===== src/rtl/sincronia_vga.sv =====
// ============================================================================
//  Module   : sincronia_vga
//  Brief    : VGA vertical timing and sync generation driven by the
//             horizontal pixel count; registered sync, blanking and strobes.
//  Revision : 1.0  initial release
// ============================================================================
`default_nettype none

module sincronia_vga #(
   parameter int H_VISIBLE = 640,
   parameter int H_FRONT   = 16,
   parameter int H_SYNC    = 96,
   parameter int H_TOTAL   = 800,
   parameter int V_VISIBLE = 480,
   parameter int V_FRONT   = 10,
   parameter int V_SYNC    = 2,
   parameter int V_TOTAL   = 525,
   parameter int SYNC_POL  = 0
) (
   input  logic       Clk,
   input  logic       reset,
   input  logic [9:0] cuenta,
   output logic       hsync,
   output logic       vsync,
   output logic       video_on,
   output logic [9:0] pixel_x,
   output logic [9:0] pixel_y,
   output logic [9:0] cuenta_v,
   output logic [1:0] fase_v,
   output logic       fin_linea,
   output logic       fin_cuadro
);

   localparam logic [1:0] S_VISIBLE = 2'd0;
   localparam logic [1:0] S_FRONT   = 2'd1;
   localparam logic [1:0] S_SYNC    = 2'd2;
   localparam logic [1:0] S_BACK    = 2'd3;

   localparam logic [9:0] C_H_VIS      = 10'(H_VISIBLE);
   localparam logic [9:0] C_H_SYNC_INI = 10'(H_VISIBLE + H_FRONT);
   localparam logic [9:0] C_H_SYNC_FIN = 10'(H_VISIBLE + H_FRONT + H_SYNC);
   localparam logic [9:0] C_H_LAST     = 10'(H_TOTAL - 1);
   localparam logic [9:0] C_V_LAST     = 10'(V_TOTAL - 1);
   localparam logic [9:0] C_V_FRONT    = 10'(V_VISIBLE);
   localparam logic [9:0] C_V_SYNC     = 10'(V_VISIBLE + V_FRONT);
   localparam logic [9:0] C_V_BACK     = 10'(V_VISIBLE + V_FRONT + V_SYNC);
   localparam logic       C_ACT        = (SYNC_POL != 0);

   logic [1:0] r_fase, w_fase_sig;
   logic [9:0] r_cuenta_v, w_cuenta_v_sig, w_cuenta_v_inc;
   logic       w_fin_linea;

   logic       w_hsync, w_vsync, w_video_on, w_fin_cuadro;
   logic [9:0] w_pixel_x, w_pixel_y;

   logic       r_hsync, r_vsync, r_video_on, r_fin_linea, r_fin_cuadro;
   logic [9:0] r_pixel_x, r_pixel_y;

   // State register: line counter and vertical phase
   always_ff @(posedge Clk or negedge reset) begin
      if (!reset) begin
         r_fase     <= S_VISIBLE;
         r_cuenta_v <= '0;
      end else begin
         r_fase     <= w_fase_sig;
         r_cuenta_v <= w_cuenta_v_sig;
      end
   end

   // Next state: phase transitions keyed on the line number being entered
   always_comb begin
      w_fin_linea    = (cuenta == C_H_LAST);
      w_cuenta_v_inc = (r_cuenta_v == C_V_LAST) ? 10'd0 : r_cuenta_v + 10'd1;
      w_cuenta_v_sig = r_cuenta_v;
      w_fase_sig     = r_fase;
      if (w_fin_linea) begin
         w_cuenta_v_sig = w_cuenta_v_inc;
         case (r_fase)
            S_VISIBLE: if (w_cuenta_v_inc == C_V_FRONT) w_fase_sig = S_FRONT;
            S_FRONT:   if (w_cuenta_v_inc == C_V_SYNC)  w_fase_sig = S_SYNC;
            S_SYNC:    if (w_cuenta_v_inc == C_V_BACK)  w_fase_sig = S_BACK;
            S_BACK:    if (w_cuenta_v_inc == 10'd0)     w_fase_sig = S_VISIBLE;
            default:   w_fase_sig = S_VISIBLE;
         endcase
      end
   end

   // Outputs from the sampled count and the pre-update vertical state
   always_comb begin
      w_hsync      = ((cuenta >= C_H_SYNC_INI) && (cuenta < C_H_SYNC_FIN)) ? C_ACT : ~C_ACT;
      w_vsync      = (r_fase == S_SYNC) ? C_ACT : ~C_ACT;
      w_video_on   = (cuenta < C_H_VIS) && (r_fase == S_VISIBLE);
      w_pixel_x    = w_video_on ? cuenta : 10'd0;
      w_pixel_y    = w_video_on ? r_cuenta_v : 10'd0;
      w_fin_cuadro = w_fin_linea && (r_cuenta_v == C_V_LAST);
   end

   always_ff @(posedge Clk or negedge reset) begin
      if (!reset) begin
         r_hsync      <= ~C_ACT;
         r_vsync      <= ~C_ACT;
         r_video_on   <= 1'b0;
         r_pixel_x    <= '0;
         r_pixel_y    <= '0;
         r_fin_linea  <= 1'b0;
         r_fin_cuadro <= 1'b0;
      end else begin
         r_hsync      <= w_hsync;
         r_vsync      <= w_vsync;
         r_video_on   <= w_video_on;
         r_pixel_x    <= w_pixel_x;
         r_pixel_y    <= w_pixel_y;
         r_fin_linea  <= w_fin_linea;
         r_fin_cuadro <= w_fin_cuadro;
      end
   end

   assign hsync      = r_hsync;
   assign vsync      = r_vsync;
   assign video_on   = r_video_on;
   assign pixel_x    = r_pixel_x;
   assign pixel_y    = r_pixel_y;
   assign cuenta_v   = r_cuenta_v;
   assign fase_v     = r_fase;
   assign fin_linea  = r_fin_linea;
   assign fin_cuadro = r_fin_cuadro;

endmodule

`default_nettype wire


===== config.mk =====
export PLATFORM = sky130hd
export DESIGN_NAME = sincronia_vga
export DESIGN_NICKNAME = d
export VERILOG_FILES = /design/src/rtl/sincronia_vga.sv
export SDC_FILE = /design/constraint.sdc
export NUM_CORES = 1
export LEC_CHECK = 0
export CAP_MARGIN = 20
export CORE_MARGIN = 4
export CORE_UTILIZATION = 43
export DETAILED_ROUTE_END_ITERATION = 10
export GPL_ROUTABILITY_DRIVEN = 0
export PLACE_DENSITY = 0.75
export SLEW_MARGIN = 0
export SYNTH_ARGS = -nofsm -noshare
export SYNTH_HDL_FRONTEND = slang
export SYNTH_SLANG_ARGS = --single-unit

===== constraint.sdc =====
create_clock -name Clk -period 2.6 [get_ports Clk]
set_clock_uncertainty 0.1 [all_clocks]
set_input_delay 0.52 -clock Clk [delete_from_list [all_inputs] [get_ports Clk]]
set_output_delay 0.52 -clock Clk [all_outputs]
set_load 0.02 [all_outputs]

==> results.json, run 1 <==
{
  "status": "completed",
  "worst_r2r_path_depth": 11,
  "hold_buffers_post_cts": 0,
  "tritoncts": "yes",
  "number_of_storage_elements_in_the_synthesis_netlist": 37,
  "timing.setup.tns_ns": 0,
  "crit_path_start_kind": "flop",
  "clk_latency_ns": 0.29,
  "overall_routing_resource_usage_pct": 17.65,
  "finalHoldViolCount": 0,
  "post-place-ws_ns": -0.3534,
  "timing.critical_path.fanout_max": 6,
  "global_route_wire_length_before_repair_um": 7141,
  "max-vdd-ir-drop_v": 0.0001734,
  "core_area_mm2": 0.004058,
  "yosysTopAreaCell": "dfrtp_1",
  "synth_seq_area_share_pct": 50.68,
  "slew_headroom_pct": 48.37,
  "achievable-frequency_ghz": 0.3951,
  "synth_edf_count": 0,
  "async_reset_ff_share_pct": 100.0,
  "routed_wire_length_per_instance_um": 14.57,
  "ys.flop_type": "dfrtp_1",
  "total_power_w": 0.001087,
  "yosys-top-cells-area": "dfrtp_1 (48%), and3_1 (6.5%), ha_1 (4.8%)",
  "h-tree-depth": 2,
  "final_layout_size_suffix_gt1_share_pct": 22.50,
  "placementRows": 23,
  "dieHeight_um": 73.27,
  "grt-ovfl-total": 0,
  "ys.warnings.count": 0,
  "crit_path_end_kind": "flop",
  "die_area_mm2": 0.005368,
  "power.leakage_nw": 1.196,
  "via_count": 1490,
  "io_buffers": 48,
  "post_drt_via_cell_ratio": 5.138,
  "finish.net_count": 258,
  "synth_cell_types": 47,
  "clock-root-buffer": "clkbuf_8",
  "detailedRoute.firstIterationViolations": 77,
  "postRouteWirelength_um": 4224,
  "floorplan.initialDensity_pct": 45.14,
  "drtAntennaViolNets": 0,
  "synthCells": 170,
  "cp.required_ns": 2.67,
  "drcViolationCount": 0,
  "antenna_found_initial": 0,
  "syn_std_cell_area_mm2": 0.001832,
  "clkSlewWorstSetupHoldPaths_ns": 0.07,
  "first_pass_iters": 4,
  "die_x_um": 73.27,
  "max-clock-path-buffers": 2,
  "grt_start_max_net_pins": 38,
  "clock-sinks": 37,
  "synth.cells.most_frequent": "dfrtp_1 (35), and3_1 (19), nand2_1 (16)",
  "timing.hold.worst.class": "in2async",
  "insertedDiodeCount": 0,
  "crit_type": "reg2reg",
  "numCtsBuffers": 5,
  "n_fill_cell": 315,
  "grt_setup_unrepaired": "yes",
  "timing_worst_slew_pin_value_ns": 0.7744,
  "syn2layout_area_growth_pct": 43.03,
  "worstPathArrival_ns": 2.61,
  "nets_in_the_synthesized_netlist": 189,
  "average_cell_area_after_synthesis_um2": 10.78,
  "critical_path.reg2reg.endpoint": "fase_v[1]",
  "min_period_over_period_pct": 97.35,
  "max-cap-violations": 0,
  "final.setup.worst_slack_ns": 0.06894,
  "slew_violations": 0,
  "fin_util_pct": 64.57,
  "fin_crit_ns": 2.531,
  "reg2reg_setup_slack_ns": 0.07,
  "power_density_cells_mw_per_mm2": 414.8,
  "library_cell_with_the_highest_instance_count_after_synthesis": "dfrtp_1",
  "place.detailed.hpwl_um": 3175,
  "synth_top_area_share_pct": 47.81,
  "worst_r2r_startpoint": "cuenta_v[1]",
  "floorplan.io_pins": 49,
  "grt_pass1_vias": 1457,
  "report.final.setup_viol": 0
}
logic make-up (layout without fill, tap and decap cells):
| group | Yosys count | in the layout | share of synthesized area [%] |
|---|---|---|---|
| simple gates | 74 | 74 | 24.80 |
| compound gates | 22 | 22 | 8.538 |
| buf+inv | 19 | 89 | 5.601 |
| mux | 3 | 3 | 1.776 |
| fa+ha+maj | 7 | 7 | 4.781 |
| flops | 37 | 37 | 50.68 |
| xor+xnor | 8 | 8 | 3.825 |
area by class of cell:
cell class	count	area, um^2	share of cell area [%]
inverter	9	46.29	1.767
clock inverter	1	5.005	0.1910
tap	50	62.56	2.388
clock buffer	7	96.34	3.677
multi-input combinational	114	818.3	31.23
timing repair buffer	72	660.6	25.21
sequential	37	930.9	35.53
through the flow:
stage | hold slack, ns | cell area, um^2 | cells
2_1_floorplan | 0.1244 | 1834 | 170
3_3_place_gp | 0.4733 | 2489 | 281
3_5_place_dp | 0.4838 | 2489 | 281
4_1_cts | 0.2384 | 2590 | 289
5_1_grt | 0.2837 | 2620 | 290
6_report | 0.2019 | 2620 | 290
state kept, by name, indices dropped and copies added (netlist names):
register,cells
fin_linea,1
fin_cuadro,1
pixel_x,10
pixel_y,10
video_on,1
vsync,1
hsync,1
fase_v,2
cuenta_v,10
how the worst max path moves through the flow:
stage	start	to	slack, ns
CTS	cuenta[6]	fase_v[1]	0.01
detailed placement	cuenta[9]	fase_v[1]	-0.35
global route	cuenta_v[1]	fase_v[1]	-0.03
global placement	cuenta[9]	fase_v[1]	-0.30
finish	cuenta_v[1]	fase_v[1]	0.07
floorplan	cuenta_v[0]	fase_v[1]	0.001
layer usage:
layer	vias to the layer above	track usage, %	routed length (um)
li1	729	-	-
met4	0	7.582	98
met2	41	26.71	1927
met5	-	0	0
met3	9	4.514	210
met1	711	23.94	1988
worst max-delay path, cell delays in order, from the launching register on:
cell and delay [ns]:
dfrtp_2 0.47, buf_4 0.16, buf_4 0.13, inv_1 0.06, ha_1 0.17, nand2_1 0.06, or4b_4 0.52, nand2_4 0.10
nor3_4 0.04, a41oi_2 0.20, a211oi_2 0.06, mux2_1 0.33
report_power, final:
part	total, W	switching (W)	internal, W
Sequential	0.000582	0.00000326	0.000578
Combinational	0.0000730	0.0000389	0.0000341
Clock	0.000432	0.000193	0.000239
Total	0.00109	0.000235	0.000852
cell usage in the layout (no fill, tap or decap), types with 2 or more instances in the layout:
cell type	instances
clkdlybuf4s50_1	45
dfrtp_1	33
buf_4	24
and3_1	19
nand2_1	16
o21ai_0	10
inv_1	8
clkbuf_8	7
nand3_1	6
nor3_1	6
nor2_1	6
xnor2_1	6
ha_1	6
and2_1	2
nand2b_1	2
a31oi_1	2
xor2_1	2
o31ai_1	2
nand4_1	2
dfrtp_2	2
dfstp_2	2
dlymetal6s2s_1	2
repair_timing:
item	CTS	global route
endpoints found under the setup margin	1	2
buffers inserted	0	1
gates resized for setup	0	6
pin swaps	1	1
Power figures use the tool's default switching activity.
==> run 2: changes to the inputs <==
Settings changed: CAP_MARGIN 20 to 10.
==> results of run 2 <==
The final DEF is identical to that of run 1; final timing and power are the same.
==> edit 1: new RTL, flow settings as in run 1 <==
`SYNC_POL`: 0 -> 1.
--- a/src/rtl/sincronia_vga.sv
+++ b/src/rtl/sincronia_vga.sv
@@ -16,5 +16,5 @@
    parameter int V_SYNC    = 2,
    parameter int V_TOTAL   = 525,
-   parameter int SYNC_POL  = 0
+   parameter int SYNC_POL  = 1
 ) (
    input  logic       Clk,
Check against the original RTL: not equivalent (a bounded check fails within 4 cycles, from zero or initial values and one cycle with reset low).
==> edit 1 against run 1 <==
- global-route usage rose by 0.45 points
- wire length grew 8.1%
- sequential cell count did not move
- cell area fell by 0.19%
- worst setup slack got worse by 0.0087 ns
- critical path type unchanged
- utilization down 0.12 points
- first-iteration DRC count grew 10%
- area after synthesis rose by 0.14%
- power up 8.2%
- via count is 7.7% higher
- largest cell class unchanged
- maximum frequency shrank 0.34%
- worst hold slack improved by 0.016 ns
==> edit 1: results (changes against run 1) <==
- The number of multi-input combinational cells is 123 (+7.9%).
- The leakage component of the power was 0.00121 uW (+1.1%).
- The number of violations reported at the end of detailed-routing iteration 0 was 85 (+10%).
- After detailed routing, no signal wire sits above met4.
- The top fanout value on the critical path was 5 (-1).
- The worst setup slack after placement is -0.0648 ns (+0.289 ns).
- The count of inverters other than clock inverters in the layout is 8 (-1).
- The adder and majority cell fraction of the synthesized area is 0.0477 (-0.0000652).
- The area of placed instances was 2470 um2 (-0.80%).
- The placed wire-length estimate after detailed placement is 3230 um (+1.8%).
- The multiplexer area fraction after synthesis is 0.0136 (-0.00412).
- The proportion of cell area spent on the clock network is 0.0445 (+0.00582).
- The layout filler cell count is 327 (+3.8%).
- Ranked by total cell area, the synthesized netlist is headed by sky130_fd_sc_hd__dfrtp_1, sky130_fd_sc_hd__and3_1, sky130_fd_sc_hd__ha_1.
- The clock tree buffer depth was 2 (unchanged).
- The layout net count was 263 (+1.9%).
- The critical-path cell with the highest stage delay is sky130_fd_sc_hd__or4_4.
- The fraction of standard cell area that is sequential is 0.356 (about the same).
- The met2 usage in global routing came to 0.270 (+0.00298).
- The routed wirelength normalized by instance count came to 15.5 um (+6.3%).
- The worst stage delay on the critical path is 0.56 ns (+0.04 ns).
- The fraction of the mapped netlist area in compound gates came to 0.118 (+0.0326).
- The count of distinct cell types in the synthesized netlist is 45 (-4.3%).
- The count of plain and timing-repair buffers in the layout was 69 (-4.2%).
- The synthesized area divided by synthesized cell count is 10.2 um2 (-4.9%).
- The arrival time at the worst endpoint came to 2.62 ns (about the same).
- The number of vias after detailed routing is 1604 (+7.7%).
- The global-route wire length before repair is 7480 um (+4.7%).
- The area growth from synthesis to final layout is 42.6%.
- The parity-gate share of the synthesized area counting xor and xnor cells was 0.0239 (-0.0144).
- The fraction of area in multi-input gates is 0.322 (+0.0102).
- The proportion of synthesized chip area in sequential cells is 0.505 (-0.00206).
- The post-synthesis net count is 198 (+4.8%).
- The via count of the first global-routing pass is 1456 (-0.069%).
- The total met2 wirelength after detailed routing is 2230 um (+16%).
- The commonest cells after synthesis are sky130_fd_sc_hd__dfrtp_1, sky130_fd_sc_hd__and3_1, sky130_fd_sc_hd__nand2_1.
- The fraction of final layout cells with drive strength greater than 1 is 0.176 (-0.0495).
- The detailed-routing wirelength on met1 is 2010 um (+1.1%).
- The detailed-routing iteration count for the pre-antenna-repair pass came to 5 (+1).
- The met1 track demand over resource in global routing is 0.254 (+0.0149).
- The run finished with clean final reports.
- The area share of buffers outside the clock network is 0.242 (-0.0100).
- The share of async-settable or async-resettable flops after synthesis was 1.00 (unchanged).
- The overall fraction of global-route tracks in use is 0.181 (+0.00452).
- The count of non-filler cells in the finished layout was 295 (+1.7%).
- The maximum vdd ir drop is 0.257 mV (+48%).
- The number of instances in the placed design is 285 (+1.4%).
edit 1: path summary, 6_finish.rpt:
kind / start / to / slack (ns) / cells after the start
setup / recovery: cuenta_v[5] / fase_v[1] / 0.06 / 6
hold / removal: reset / pixel_x[6] / 0.22 / 1
setup reg to reg: cuenta_v[5] / fase_v[1] / 0.06 / 6
hold reg to reg: cuenta_v[8] / cuenta_v[8] / 0.49 / 2
max in group asynchronous: reset / cuenta_v[1] / 1.62 / 1
min in group Clk: cuenta_v[8] / cuenta_v[8] / 0.49 / 2
edit 1: where the power goes:
part           total [uW]  leakage (uW)  internal (uW)  switching [uW]
clock                 509     0.0000585            313             197
sequential            583      0.000498            579            4.54
combinational        83.2      0.000653           38.4            44.8
total                1180       0.00121            929             246
edit 1: what timing repair did:
action / CTS / global route
endpoints found under the setup margin: 1 / 2
setup buffers: 0 / 1
gates resized for setup: 1 / 3
endpoints found under the hold margin: 0 / 0
pin swaps: 0 / 1
==> edit 2: new RTL, config.mk and constraints of run 1 <==
Without the edit above. Take the reset off `r_pixel_x` and `r_pixel_y` and load them in a clocked block of their own.
--- a/src/rtl/sincronia_vga.sv
+++ b/src/rtl/sincronia_vga.sv
@@ -101,6 +101,4 @@
          r_vsync      <= ~C_ACT;
          r_video_on   <= 1'b0;
-         r_pixel_x    <= '0;
-         r_pixel_y    <= '0;
          r_fin_linea  <= 1'b0;
          r_fin_cuadro <= 1'b0;
@@ -109,9 +107,12 @@
          r_vsync      <= w_vsync;
          r_video_on   <= w_video_on;
-         r_pixel_x    <= w_pixel_x;
-         r_pixel_y    <= w_pixel_y;
          r_fin_linea  <= w_fin_linea;
          r_fin_cuadro <= w_fin_cuadro;
       end
+   end
+
+   always_ff @(posedge Clk) begin
+      r_pixel_x <= w_pixel_x;
+      r_pixel_y <= w_pixel_y;
    end
 
Formal check against the unedited RTL: not equivalent (a bounded check fails within 4 cycles, from zero or initial values and one cycle with reset low).
==> edit 2 against run 1 <==
- cell count rose by 2.4%
- sequential cell count unchanged
- worst setup slack improved by 0.12 ns
- power increased by 6.3%
- worst hold slack better by 0.25 ns
- cell area decreased by 4.3%
- area after synthesis fell by 4.6%
- wire length grew 4.9%
==> edit 2: results (changes against run 1) <==
- The global-route wire length before repair is 7410 um (+3.8%).
- The routed wirelength normalized by instance count is 14.9 um (+2.4%).
- The overall fraction of global-route tracks in use is 0.186 (+0.00963).
- The final wirelength came to 4430 um (+4.9%).
- The worst-case register-to-register setup slack is 0.19 ns (+0.12 ns).
- The number of cells on the worst reg-to-reg path is 9 (-2).
- The proportion of synthesized chip area in sequential cells came to 0.474 (-0.0326).
- The critical register-to-register path startpoint is cuenta_v[0].
- The count of distinct cell types in the synthesized netlist is 46 (-2.1%).
- The arrival time at the worst endpoint is 2.49 ns (-0.12 ns).
- The share of async-settable or async-resettable flops after synthesis was 0.459 (-0.541).
- The number of vias after detailed routing came to 1562 (+4.8%).
- The number of violations reported at the end of detailed-routing iteration 0 was 80 (+3.9%).
- The pin count of the biggest net entering global routing is 24 (-37%).
- The placed wire-length estimate after detailed placement is 3260 um (+2.8%).
- The relative slew slack is 0.593 (+0.109).
- The flow ran to the end, and the final reports show no timing, DRC or antenna violations.
- The layout filler cell count is 316 (+0.32%).
- The area of placed instances was 2390 um2 (-3.8%).
- The layout net count is 266 (+3.1%).
- The commonest cells after synthesis are sky130_fd_sc_hd__and3_1, sky130_fd_sc_hd__dfxtp_1, sky130_fd_sc_hd__nand2_1.
- The maximum vdd ir drop is 0.216 mV (+25%).
- The fraction of final layout cells with drive strength greater than 1 is 0.161 (-0.0644).
- The met3 capacity usage during global routing is 0.0519 (+0.00675).
- The worst hold slack across all endpoints came to 0.456 ns (+0.254 ns).
- The synthesized area divided by synthesized cell count came to 9.54 um2 (-11%).
- The leakage component of the power is 0.00117 uW (-2.2%).
- The worst setup slack after placement is 0.0244 ns (+0.378 ns).
[edit 2: power by group]
part / internal (uW) / switching, uW / leakage [uW]
sequential: 574 / 2.90 / 0.000366
clock: 274 / 207 / 0.0000599
combinational: 48.1 / 49.4 / 0.000745
[edit 2: critical path, cell delays in order (launching register included)]
cell	delay, ns
sky130_fd_sc_hd__dfrtp_1	0.38
sky130_fd_sc_hd__ha_1	0.25
sky130_fd_sc_hd__nand3_4	0.10
sky130_fd_sc_hd__buf_4	0.15
sky130_fd_sc_hd__o21ai_0	0.13
sky130_fd_sc_hd__a221oi_2	0.31
sky130_fd_sc_hd__nand4_1	0.19
sky130_fd_sc_hd__a21oi_1	0.19
sky130_fd_sc_hd__nand4_1	0.17
sky130_fd_sc_hd__mux2_4	0.33
[edit 2: metal layers]
metal | part of all wire | vias up
li1 | - | 762
met1 | 0.44 | 717
met2 | 0.45 | 71
met3 | 0.089 | 12
met4 | 0.025 | 0
met5 | 0 | -
[edit 2: kinds of logic (layout without fill, tap and decap cells)]
| family | Yosys count | after routing | synth area share |
|---|---|---|---|
| compound gates | 24 | 24 | 0.0895 |
| xor+xnor | 10 | 10 | 0.0501 |
| fa+ha+maj | 6 | 6 | 0.0430 |
| buf+inv | 21 | 87 | 0.0552 |
| flops | 37 | 37 | 0.474 |
| mux | 4 | 4 | 0.0265 |
| simple gates | 81 | 81 | 0.261 |
[edit 2: worst max-delay path by stage]
stage                     slack, ns           to  cells past startpoint         from
after floorplan                0.06    fase_v[1]                      9  cuenta_v[1]
after global placement         0.04  cuenta_v[6]                      7    cuenta[6]
after detailed placement       0.02  cuenta_v[6]                      7    cuenta[6]
after CTS                      0.21    fase_v[1]                      9  cuenta_v[0]
after global routing           0.05    fase_v[1]                      9  cuenta_v[0]
final                          0.19    fase_v[1]                      9  cuenta_v[0]
[edit 2: area by class of cell]
class,count,area (um2),share of cell area
clock inverter,1,6.26,0.00250
timing repair buffer,71,653,0.260
tap,48,60.1,0.0240
clock buffer,7,108,0.0429
multi-input combinational,125,822,0.328
inverter,8,30.0,0.0120
sequential,37,828,0.330
[edit 2: metrics by stage]
stage | util | power (uW)
floorplan | - | 629
global placement | 0.630 | 684
detailed placement | 0.630 | 685
CTS | 0.660 | 1170
global route | 0.660 | 1210
finish | 0.660 | 1160
